--- config.mk ---
export PLATFORM = sky130hd
export DESIGN_NAME = debug_mode_controller_flat
export DESIGN_NICKNAME = d
export VERILOG_FILES = /design/src/rtl/debug_mode_controller_if.sv /design/src/rtl/debug_mode_controller.sv /design/src/flat_wrapper.sv
export SDC_FILE = /design/constraint.sdc
export NUM_CORES = 1
export LEC_CHECK = 0
export CORE_MARGIN = 10
export CORE_UTILIZATION = 60
export DETAILED_ROUTE_END_ITERATION = 12
export PLACE_DENSITY = 0.83
export SLEW_MARGIN = 0
export SYNTH_ARGS = -nofsm -noshare
export SYNTH_HDL_FRONTEND = slang
export SYNTH_SLANG_ARGS = --single-unit
--- constraint.sdc ---
create_clock -name i_CLK -period 3 [get_ports i_CLK]
set_input_delay 0.3 -clock i_CLK [delete_from_list [all_inputs] [get_ports i_CLK]]
set_output_delay 0.3 -clock i_CLK [all_outputs]
set_load 0.03 [all_outputs]
--- src/rtl/debug_mode_controller_if.sv ---
`default_nettype none
// ============================================================================
// Module   : debug_mode_controller_if
// Brief    : Front-panel button inputs and debug-control outputs bundle.
// Revision : 1.0
// ============================================================================
interface debug_mode_controller_if;
    logic       i_Mode_BTN;
    logic       i_Step_BTN;
    logic       o_Debug_CLK_EN;
    logic       o_Step_Pulse;
    logic [1:0] o_State;

    modport master (
        output i_Mode_BTN,
        output i_Step_BTN,
        input  o_Debug_CLK_EN,
        input  o_Step_Pulse,
        input  o_State
    );

    modport slave (
        input  i_Mode_BTN,
        input  i_Step_BTN,
        output o_Debug_CLK_EN,
        output o_Step_Pulse,
        output o_State
    );
endinterface
`default_nettype wire

--- src/rtl/debug_mode_controller.sv ---
`default_nettype none
// ============================================================================
// Module   : debug_mode_controller
// Brief    : Synchronises/debounces MODE and STEP buttons and runs the
//            NORMAL/DEBUG/STEP control FSM for the debug clock divider.
// Revision : 1.0
// ============================================================================
module debug_mode_controller #(
    parameter int DEBOUNCE_CYCLES = 500_000,
    parameter int CNT_W           = $clog2(DEBOUNCE_CYCLES) + 1
) (
    input  logic                   i_CLK,
    input  logic                   i_RST,
    debug_mode_controller_if.slave bus
);

    localparam int               c_NUM_BTN = 2;
    localparam logic [CNT_W-1:0] c_CNT_MAX = CNT_W'(DEBOUNCE_CYCLES - 1);

    typedef enum logic [1:0] {
        ST_NORMAL = 2'b00,
        ST_DEBUG  = 2'b01,
        ST_STEP   = 2'b10
    } state_t;

    logic [c_NUM_BTN-1:0] w_raw;
    logic [c_NUM_BTN-1:0] w_press;
    logic                 w_mode_press;
    logic                 w_step_press;

    // Bit 0 = MODE, bit 1 = STEP
    assign w_raw        = {bus.i_Step_BTN, bus.i_Mode_BTN};
    assign w_mode_press = w_press[0];
    assign w_step_press = w_press[1];

    for (genvar g = 0; g < c_NUM_BTN; g++) begin : g_btn
        logic             sync1_q;
        logic             sync2_q;
        logic             deb_q;
        logic             deb_d;
        logic             deb_prev_q;
        logic [CNT_W-1:0] cnt_q;
        logic [CNT_W-1:0] cnt_d;

        // The level must differ for DEBOUNCE_CYCLES consecutive cycles to be taken.
        always_comb begin
            cnt_d = '0;
            deb_d = deb_q;
            if (sync2_q != deb_q) begin
                if (cnt_q == c_CNT_MAX) begin
                    deb_d = sync2_q;
                    cnt_d = '0;
                end else begin
                    cnt_d = cnt_q + CNT_W'(1);
                end
            end
        end

        always_ff @(posedge i_CLK or posedge i_RST) begin
            if (i_RST) begin
                sync1_q    <= 1'b0;
                sync2_q    <= 1'b0;
                deb_q      <= 1'b0;
                deb_prev_q <= 1'b0;
                cnt_q      <= '0;
            end else begin
                sync1_q    <= w_raw[g];
                sync2_q    <= sync1_q;
                deb_q      <= deb_d;
                deb_prev_q <= deb_q;
                cnt_q      <= cnt_d;
            end
        end

        assign w_press[g] = deb_q & ~deb_prev_q;
    end

    state_t state_q;
    state_t state_d;
    logic   pend_q;
    logic   pend_d;

    always_ff @(posedge i_CLK or posedge i_RST) begin
        if (i_RST) begin
            state_q <= ST_NORMAL;
            pend_q  <= 1'b0;
        end else begin
            state_q <= state_d;
            pend_q  <= pend_d;
        end
    end

    // A MODE press seen during STEP is parked in pend and honoured from DEBUG.
    always_comb begin
        state_d = state_q;
        pend_d  = pend_q;
        case (state_q)
            ST_NORMAL: begin
                pend_d = 1'b0;
                if (w_mode_press) begin
                    state_d = ST_DEBUG;
                end
            end
            ST_DEBUG: begin
                if (w_mode_press || pend_q) begin
                    state_d = ST_NORMAL;
                    pend_d  = 1'b0;
                end else if (w_step_press) begin
                    state_d = ST_STEP;
                end
            end
            ST_STEP: begin
                state_d = ST_DEBUG;
                if (w_mode_press) begin
                    pend_d = 1'b1;
                end
            end
            default: begin
                state_d = ST_NORMAL;
                pend_d  = 1'b0;
            end
        endcase
    end

    assign bus.o_State        = state_q;
    assign bus.o_Debug_CLK_EN = (state_q == ST_DEBUG) || (state_q == ST_STEP);
    assign bus.o_Step_Pulse   = (state_q == ST_STEP);

endmodule
`default_nettype wire

--- src/flat_wrapper.sv ---
// flat-port wrapper written by rule: the top's interface ports become plain ports
module debug_mode_controller_flat 
#(
    parameter int DEBOUNCE_CYCLES = 500_000,
    parameter int CNT_W           = $clog2(DEBOUNCE_CYCLES) + 1
)
  (i_CLK, i_RST, bus_i_Mode_BTN, bus_i_Step_BTN, bus_o_Debug_CLK_EN, bus_o_Step_Pulse, bus_o_State);
  debug_mode_controller_if bus_i ();
  input  logic i_CLK;
  input  logic i_RST;
  input wire logic [$bits(bus_i.i_Mode_BTN)-1:0] bus_i_Mode_BTN;
  input wire logic [$bits(bus_i.i_Step_BTN)-1:0] bus_i_Step_BTN;
  output wire logic [$bits(bus_i.o_Debug_CLK_EN)-1:0] bus_o_Debug_CLK_EN;
  output wire logic [$bits(bus_i.o_Step_Pulse)-1:0] bus_o_Step_Pulse;
  output wire logic [$bits(bus_i.o_State)-1:0] bus_o_State;
  assign bus_i.i_Mode_BTN = bus_i_Mode_BTN;
  assign bus_i.i_Step_BTN = bus_i_Step_BTN;
  assign bus_o_Debug_CLK_EN = bus_i.o_Debug_CLK_EN;
  assign bus_o_Step_Pulse = bus_i.o_Step_Pulse;
  assign bus_o_State = bus_i.o_State;
  debug_mode_controller #(.DEBOUNCE_CYCLES(DEBOUNCE_CYCLES), .CNT_W(CNT_W)) u_core (.i_CLK(i_CLK), .i_RST(i_RST), .bus(bus_i));
endmodule
Word level (Yosys, flattened, before mapping). Index checks and enable logic that the tools add are counted.

Bits in registers: 51. Input port bits: 4. Output and inout port bits: 4. Word-level logic and storage cells: 46.

Add/sub/neg operators: 2. Equality and inequality tests: 10. Muxes and demuxes: 11. Bitwise operators: 4. Reduce and logical (&&, ||, !) cells: 7.

Operators with widths (number): two-way mux 20 bit (4); adder 20 x 1 -> 20 bit (second input constant) (2); equality test 20 x 19 -> 1 bit (second input constant) (2); AND reduction 2 bit (4); two-way mux 2 bit (3); inequality test 2 x 1 -> 1 bit (second input constant) (3); case mux 2 bit (3 select lines) (1); inequality test 3 x 1 -> 1 bit (second input constant) (1); bitwise AND 1 bit (2); equality test 2 x 1 -> 1 bit (second input constant) (1); equality test 2 bit (second input constant) (1); zero test 2 bit (1); logical OR 1 bit (2); two-way mux 1 bit (2); inequality test 1 bit (2); inverter 1 bit (2); case mux 1 bit (2 select lines) (1).

Logic depth before layout (Yosys ltp). Gate-level depths: netlist of run 1.

Word-level depth: 5. Gate-level depth with buffers: 7.

Worst setup path after synthesis of run 1. OpenSTA, ideal clock, no wires.

Path type: flip-flop to flip-flop. Start: reg u_core.g_btn[1].cnt_q[11]. End: reg u_core.g_btn[1].cnt_q[10]. Library setup time: 119 ps. Arrival: 1892 ps. Data required time: 2881 ps. Path slack: 989 ps. Stages on the path, launching flop included: 6. Buffers on the path: 1. Clock period less this slack: 2011 ps. Cells stage by stage: dfrtp_1 > or4b_1 > or4_4 > o21ai_4 > buf_6 > nor2_1.

Word-level cells in the longest chain between the ends: 3.

RTL lines: from (decl) (line debug_mode_controller.sv:42) `logic [CNT_W-1:0] cnt_q;`; from (signal assigned) (line debug_mode_controller.sv:71) `cnt_q <= cnt_d;`; equality test 20 x 19 -> 1 bit (line debug_mode_controller.sv:50) `if (cnt_q == c_CNT_MAX) begin`; two-way mux 20 bit (line debug_mode_controller.sv:50); two-way mux 20 bit (line debug_mode_controller.sv:49) `if (sync2_q != deb_q) begin`; via u_core.g_btn[1].cnt_d[10] (line debug_mode_controller.sv:43) `logic [CNT_W-1:0] cnt_d;`.

The timed path passes the listed nets, and every way through them passes these cells. A chain may end at the register's enable or synchronous reset.

Worst setup path in the final report of run 1.
Start: reg u_core.g_btn[1].cnt_q[5]. End: reg u_core.g_btn[1].cnt_q[13].

Word-level cells in the longest chain between the ends: 3.

RTL lines (line): adder 20 x 1 -> 20 bit / equality test 20 x 19 -> 1 bit (equally long branches) (debug_mode_controller.sv:54, debug_mode_controller.sv:50); two-way mux 20 bit (*) (debug_mode_controller.sv:50); two-way mux 20 bit (*) (debug_mode_controller.sv:49); via u_core.g_btn[1].cnt_d[13] (debug_mode_controller.sv:43).

Mark *: on every way through the listed nets, which the timed path passes. The rest lies on a longest branch.

==> out/qor.csv, run 1 <==
metric,value,unit
wl_per_cell,15.0,um
num_vias,1793,
htreeDepth,2,
coreArea,0.00400,mm2
clkTransAtPathRegs,0.10,ns
setup_viol_count_final,0,
port-buffer-count,7,
antenna_found_initial,0,
status,"finished, final reports clean",
grt_use_total,14.1,%
end_kind,register,
fin_hold_ws,0.258,ns
die_w,84.4,um
drt_wl_total,4600,um
drt_iter0_drc,133,
hold_buffers,0,
worstMarginPinSlew,0.578,ns
final-instance-count-excl-fill,306,
ys_seq_area_share,51.3,%
final_common_cell,dfrtp_1,
fmax,0.446,GHz
grt_pass1_vias,1953,
maxCapViolCount,0,
arrival,2.41,ns
layout.nets,265,
regArea,0.00128,mm2
setup_tns,0,ns
rsz0062_at_grt,no,
fill_cells,306,
crit_path_top_delay_cell,or4_4,
grt_max_degree,20,
synth_area,0.00249,mm2
ios,8,
cts_tree,done,
gp_congestion,0.852,
root_buffer,clkbuf_8,
dp.cells,298,
start_util,62.2,%
synth_cells,245,
postRouteAntennaNets,0,
first_pass_iters,4,
final_cell_mix,"dfrtp_1 (51), nor2_1 (39), xnor2_1 (20)",
grt-ovfl-total,0,
cp_cell_sequence,or4b_1 -> or4_4 -> o21ai_4 -> nor2_1,
cts_setup_buffers,0,
clk_latency,0.32,ns
grt_pass1_wl,8570,um
utilization,68.0,%
synth.avg_cell_area,10.2,um2
syn_nets,255,
grtUsageMet3,4.15,%
clock_sinks,51,
powerDensity,456,mW/mm2
slew_headroom,61.1,%
post-route-min-period,2.24,ns
use_met2,23.6,%
ys_ff_latch,51,
antennaDiodeCount,0,
hold_viol,0,
synth_cell_types,37,
hold_class,in2async,
fin_crit_sh,74.7,%
hpwl,3260,um
globalRoute.busiestLayer,met2,
worst-path-buf-inv,0,
worst_path_largest_cell_delay,0.55,ns
rrSetupSlack,0.76,ns
cp_top_family,simple AND/OR/NAND/NOR gates,
finalMaxSlewViolations,0,
p_leak,1.10,nW
finClkSkew,0.0165,ns
path_max_fanout,19,
cts_resized,0,
crit_required,3.17,ns
vias_per_cell,5.86,
numCtsBuffers,5,
area_delta_synth_final,9.20,%
fp.dieH,84.4,um
clk_path_buf_depth,2,
drc,0,
criticalPathCategory,reg2reg,
fp-row-count,23,
worst_setup_path_start_kind,register,
grtUsageMet1,16.5,%
drive_gt1_share,7.42,%
die_area,0.00713,mm2
synth_warnings,0,
multi_input_area,0.00115,mm2
max-vdd-ir-drop,0.000319,V
-- worst paths after layout --
path | depth (start not counted) | end | start
max | 4 | u_core.g_btn[1].cnt_q[13] | u_core.g_btn[1].cnt_q[5]
min | 2 | u_core.g_btn[1].cnt_q[7] | i_RST
max reg2reg | 4 | u_core.g_btn[1].cnt_q[13] | u_core.g_btn[1].cnt_q[5]
min reg2reg | 0 | u_core.g_btn[0].sync2_q | u_core.g_btn[0].sync1_q
max in group asynchronous | 3 | u_core.g_btn[0].cnt_q[5] | i_RST
min in group i_CLK | 0 | u_core.g_btn[0].sync2_q | u_core.g_btn[0].sync1_q
-- synthesized netlist by cell type --
cell type / number / share of area, %
o32a_1: 1 / 0.40
nand2_1: 11 / 1.7
o21ai_0: 5 / 1.0
clkbuf_1: 2 / 0.30
xor2_1: 11 / 3.9
or4b_2: 2 / 0.80
and4b_1: 1 / 0.40
dfrtp_1: 51 / 51
nand3_1: 16 / 3.2
o31ai_1: 1 / 0.30
and4_1: 5 / 1.8
nand4_1: 13 / 3.3
a31o_2: 1 / 0.35
o41ai_1: 1 / 0.35
nor3_1: 6 / 1.2
a21oi_1: 8 / 1.6
and3_1: 5 / 1.3
buf_2: 2 / 0.40
and2_1: 1 / 0.25
or4_4: 1 / 0.45
ha_1: 6 / 3.0
nor2b_1: 2 / 0.50
o21ai_4: 1 / 0.65
nor2_1: 39 / 5.9
buf_6: 1 / 0.45
mux2_2: 2 / 0.90
a211oi_1: 1 / 0.30
nand2b_1: 2 / 0.50
or4b_1: 2 / 0.80
mux2i_1: 1 / 0.40
xnor2_1: 20 / 7.0
nor4_1: 8 / 2.0
inv_1: 8 / 1.2
clkbuf_2: 1 / 0.20
and4_2: 1 / 0.40
or3_1: 4 / 1.0
or4_1: 2 / 0.60
-- sequential cells by signal, summed over array words and instances (netlist names) --
name / cells
u_core.g_btn.deb_q: 2
u_core.g_btn.sync1_q: 2
u_core.g_btn.sync2_q: 2
u_core.bus.o_State: 2
u_core.g_btn.cnt_q: 40
u_core.g_btn.deb_prev_q: 2
u_core.pend_q: 1
-- cells by family after synthesis --
family | synth area share, %
flip-flops | 51.3
XOR/XNOR | 10.9
AO/OA/AOI/OAI | 4.98
AND/OR/NAND/NOR | 26.0
buffers and inverters | 2.56
adder cells (fa/ha/maj) | 3.01
multiplexers | 1.31
-- layer usage --
layer / vias up / part of all wire, %
li1: 885 / -
met1: 861 / 46
met2: 36 / 48
met3: 11 / 3.8
met4: 0 / 2.3
met5: - / 0
-- final cells by class --
| cell class | instances | area share [%] |
|---|---|---|
| clock inverters | 3 | 1.70 |
| well taps | 50 | 2.30 |
| flip-flops and latches | 51 | 46.9 |
| clock buffers | 5 | 2.53 |
| multi-input cells | 180 | 42.3 |
| inverters | 8 | 1.10 |
| repair buffers | 9 | 3.13 |
-- power by group --
part | internal, mW | switching, mW
Combinational | 0.0135 | 0.0285
Sequential | 0.696 | 0.0100
Clock | 0.251 | 0.241
-- metrics by stage --
step	area [um2]	total power, mW	setup slack [ns]
finish	2720	1.24	0.758
global route	2720	1.29	0.693
CTS	2720	1.25	0.772
detailed placement	2600	0.763	0.802
global placement	2600	0.761	0.866
floorplan	2490	0.749	0.989
(Power assumes the default switching activity.)
==> inputs of run 2 (changes only) <==
--- a/config.mk
+++ b/config.mk
@@ -6,9 +6,9 @@
 export NUM_CORES = 1
 export LEC_CHECK = 0
 export CORE_MARGIN = 10
-export CORE_UTILIZATION = 60
+export CORE_UTILIZATION = 54
 export DETAILED_ROUTE_END_ITERATION = 12
-export PLACE_DENSITY = 0.83
+export PLACE_DENSITY = 0.79
 export SLEW_MARGIN = 0
 export SYNTH_ARGS = -nofsm -noshare
 export SYNTH_HDL_FRONTEND = slang
==> constraint.sdc (replaced) <==
create_clock -name i_CLK -period 1.8 [get_ports i_CLK]
set_input_delay 0.18 -clock i_CLK [delete_from_list [all_inputs] [get_ports i_CLK]]
set_output_delay 0.18 -clock i_CLK [all_outputs]
set_load 0.03 [all_outputs]
==> run 2 against run 1 <==
Effect of this change:
- the run now ends with negative setup slack left
- core utilization increased by 0.79 points
- sequential share of layout area fell by 4.9 points
- highest routed layer unchanged
- power is 77% higher
- sequential cell count unchanged
- largest cell class unchanged
- sequential power is 66% higher
- clock skew down 0.011 ns
==> out/qor.csv, run 2 (synthesized netlist as in run 1, its figures left out) <==
metric,value,unit
status,"complete, but fails checks",
violations,negative setup slack,
gp_congestion,0.874,
vias_per_cell,5.83,
die_w,87.9,um
drt_wl_total,5050,um
hold_class,in2async,
utilization,68.8,%
end_kind,register,
critPathLaunch,u_core.g_btn[1].cnt_q[7],
regToRegEndpoint,u_core.g_btn[1].deb_q,
final_cell_mix,"dfrtp_1 (50), nor2_1 (37), buf_4 (25)",
wl_per_cell,15.1,um
fmax,0.497,GHz
clk_path_buf_depth,2,
fp-row-count,24,
criticalPathCategory,reg2reg,
clk_latency,0.31,ns
crit_required,2.00,ns
antennaDiodeCount,0,
clock_sinks,51,
finalMaxSlewViolations,0,
grt_pass1_vias,1873,
design_area,0.00304,mm2
switchingPower,447,uW
comb_power_share,4.3,%
grt_use_total,13.9,%
fp.dieH,87.9,um
clkTransAtPathRegs,0.09,ns
root_buffer,clkbuf_8,
r2r-start,u_core.g_btn[1].cnt_q[7],
p_leak,1.27,nW
num_vias,1953,
final_common_cell,dfrtp_1,
setup_viol_count_final,20,
power.share.clock,42.4,%
port-buffer-count,7,
hpwl,3540,um
start_util,56.4,%
crit_path_end,u_core.g_btn[1].deb_q,
grt-ovfl-total,0,
numCtsBuffers,5,
slew_headroom,77.3,%
swShare,20.3,%
area_delta_synth_final,21.9,%
globalRoute.busiestLayer,met2,
r2r_cells,4,
coreArea,0.00441,mm2
rsz0062_at_grt,yes,
regMostFlops,u_core.g_btn.cnt_q,
first_pass_iters,4,
ios,8,
arrival,2.21,ns
hold_buffers,0,
finClkSkew,0.00586,ns
maxCapViolCount,0,
worstMarginPinSlew,0.339,ns
p_int,1.75,mW
place_area,0.00283,mm2
fin_crit_sh,112,%
grt_pass1_wl,8540,um
grtUsageMet1,17.7,%
grtUsageMet3,4.18,%
worst_setup_path_start_kind,register,
hold_viol,0,
postRouteAntennaNets,0,
drt_iter0_drc,144,
htreeDepth,2,
largest_reg_flops,40,
rrSetupSlack,-0.21,ns
post-route-min-period,2.01,ns
drive_gt1_share,19.8,%
die_area,0.00773,mm2
powerDensity,725,mW/mm2
antenna_found_initial,0,
layout.nets,292,
cts_tree,done,
p_total,2.20,mW
path_max_fanout,2,
max-vdd-ir-drop,0.000461,V
drc,0,
setup_slack,-0.214,ns
fill_cells,317,
grt_max_degree,52,
p_seq_share,53.3,%
use_met2,22.2,%
==> run 2: changes by cell type in the layout (fill, tap and decap cells not counted), sizes merged <==
cell and change:
buf +27, clkdlybuf4s50 -2, dlygate4sd2 +2, bufinv +1, inv -1
==> run 2: stage by stage <==
step	worst slack (ns)	hold WS, ns	std cells	TNS (ns)
CTS	-0.217	0.234	334	-3.46
global route	-0.254	0.244	335	-4.53
finish	-0.214	0.212	335	-3.45
floorplan	-0.211	0.211	245	-3.05
detailed placement	-0.233	0.336	326	-3.50
global placement	-0.193	0.335	326	-2.44
==> run 2: final cells by class <==
class	instances	area [um2]	area share, %
clock buffers	5	68.8	2.27
clock inverters	3	67.6	2.23
inverters	8	30.0	0.989
multi-input cells	180	1210	39.8
flip-flops and latches	51	1280	42.1
well taps	52	65.1	2.14
repair buffers	36	318	10.5
==> run 2: worst max-delay path: stages (launching register included) <==
cell     delay [ns]
dfrtp_1        0.39
or4b_4         0.54
or4_4          0.55
nor2_2         0.12
mux2_4         0.30
==> run 2: power by group through the flow <==
stage | Sequential [mW] | Combinational [mW] | Clock, mW
CTS | 1.17 | 0.0948 | 0.943
global placement | 1.20 | 0.0921 | 0
floorplan | 1.19 | 0.0557 | 0
finish | 1.17 | 0.0945 | 0.932
global route | 1.18 | 0.107 | 0.991
detailed placement | 1.20 | 0.0946 | 0
==> run 2: worst min-delay path by stage <==
stage | depth (start not counted) | start | end | slack, ns
floorplan | 0 | bus_i_Mode_BTN | u_core.g_btn[0].sync1_q | 0.21
global placement | 0 | u_core.g_btn[0].sync1_q | u_core.g_btn[0].sync2_q | 0.34
detailed placement | 0 | u_core.g_btn[0].sync1_q | u_core.g_btn[0].sync2_q | 0.34
CTS | 3 | i_RST | u_core.g_btn[1].deb_prev_q | 0.23
global route | 3 | i_RST | u_core.g_btn[1].deb_prev_q | 0.24
finish | 3 | i_RST | u_core.g_btn[1].deb_prev_q | 0.21
==> run 2: timing repair <==
action	in CTS	in global routing
resized for setup	7	10
setup buffers	0	1
endpoints found under the setup margin	41	25
pin swaps	0	2
==> run 2: layer usage <==
layer	vias up	wire length, um	share of wire (%)
li1	942	-	-
met1	946	2280	45
met2	50	2380	47
met3	15	295	5.8
met4	0	92	1.8
met5	-	0	0
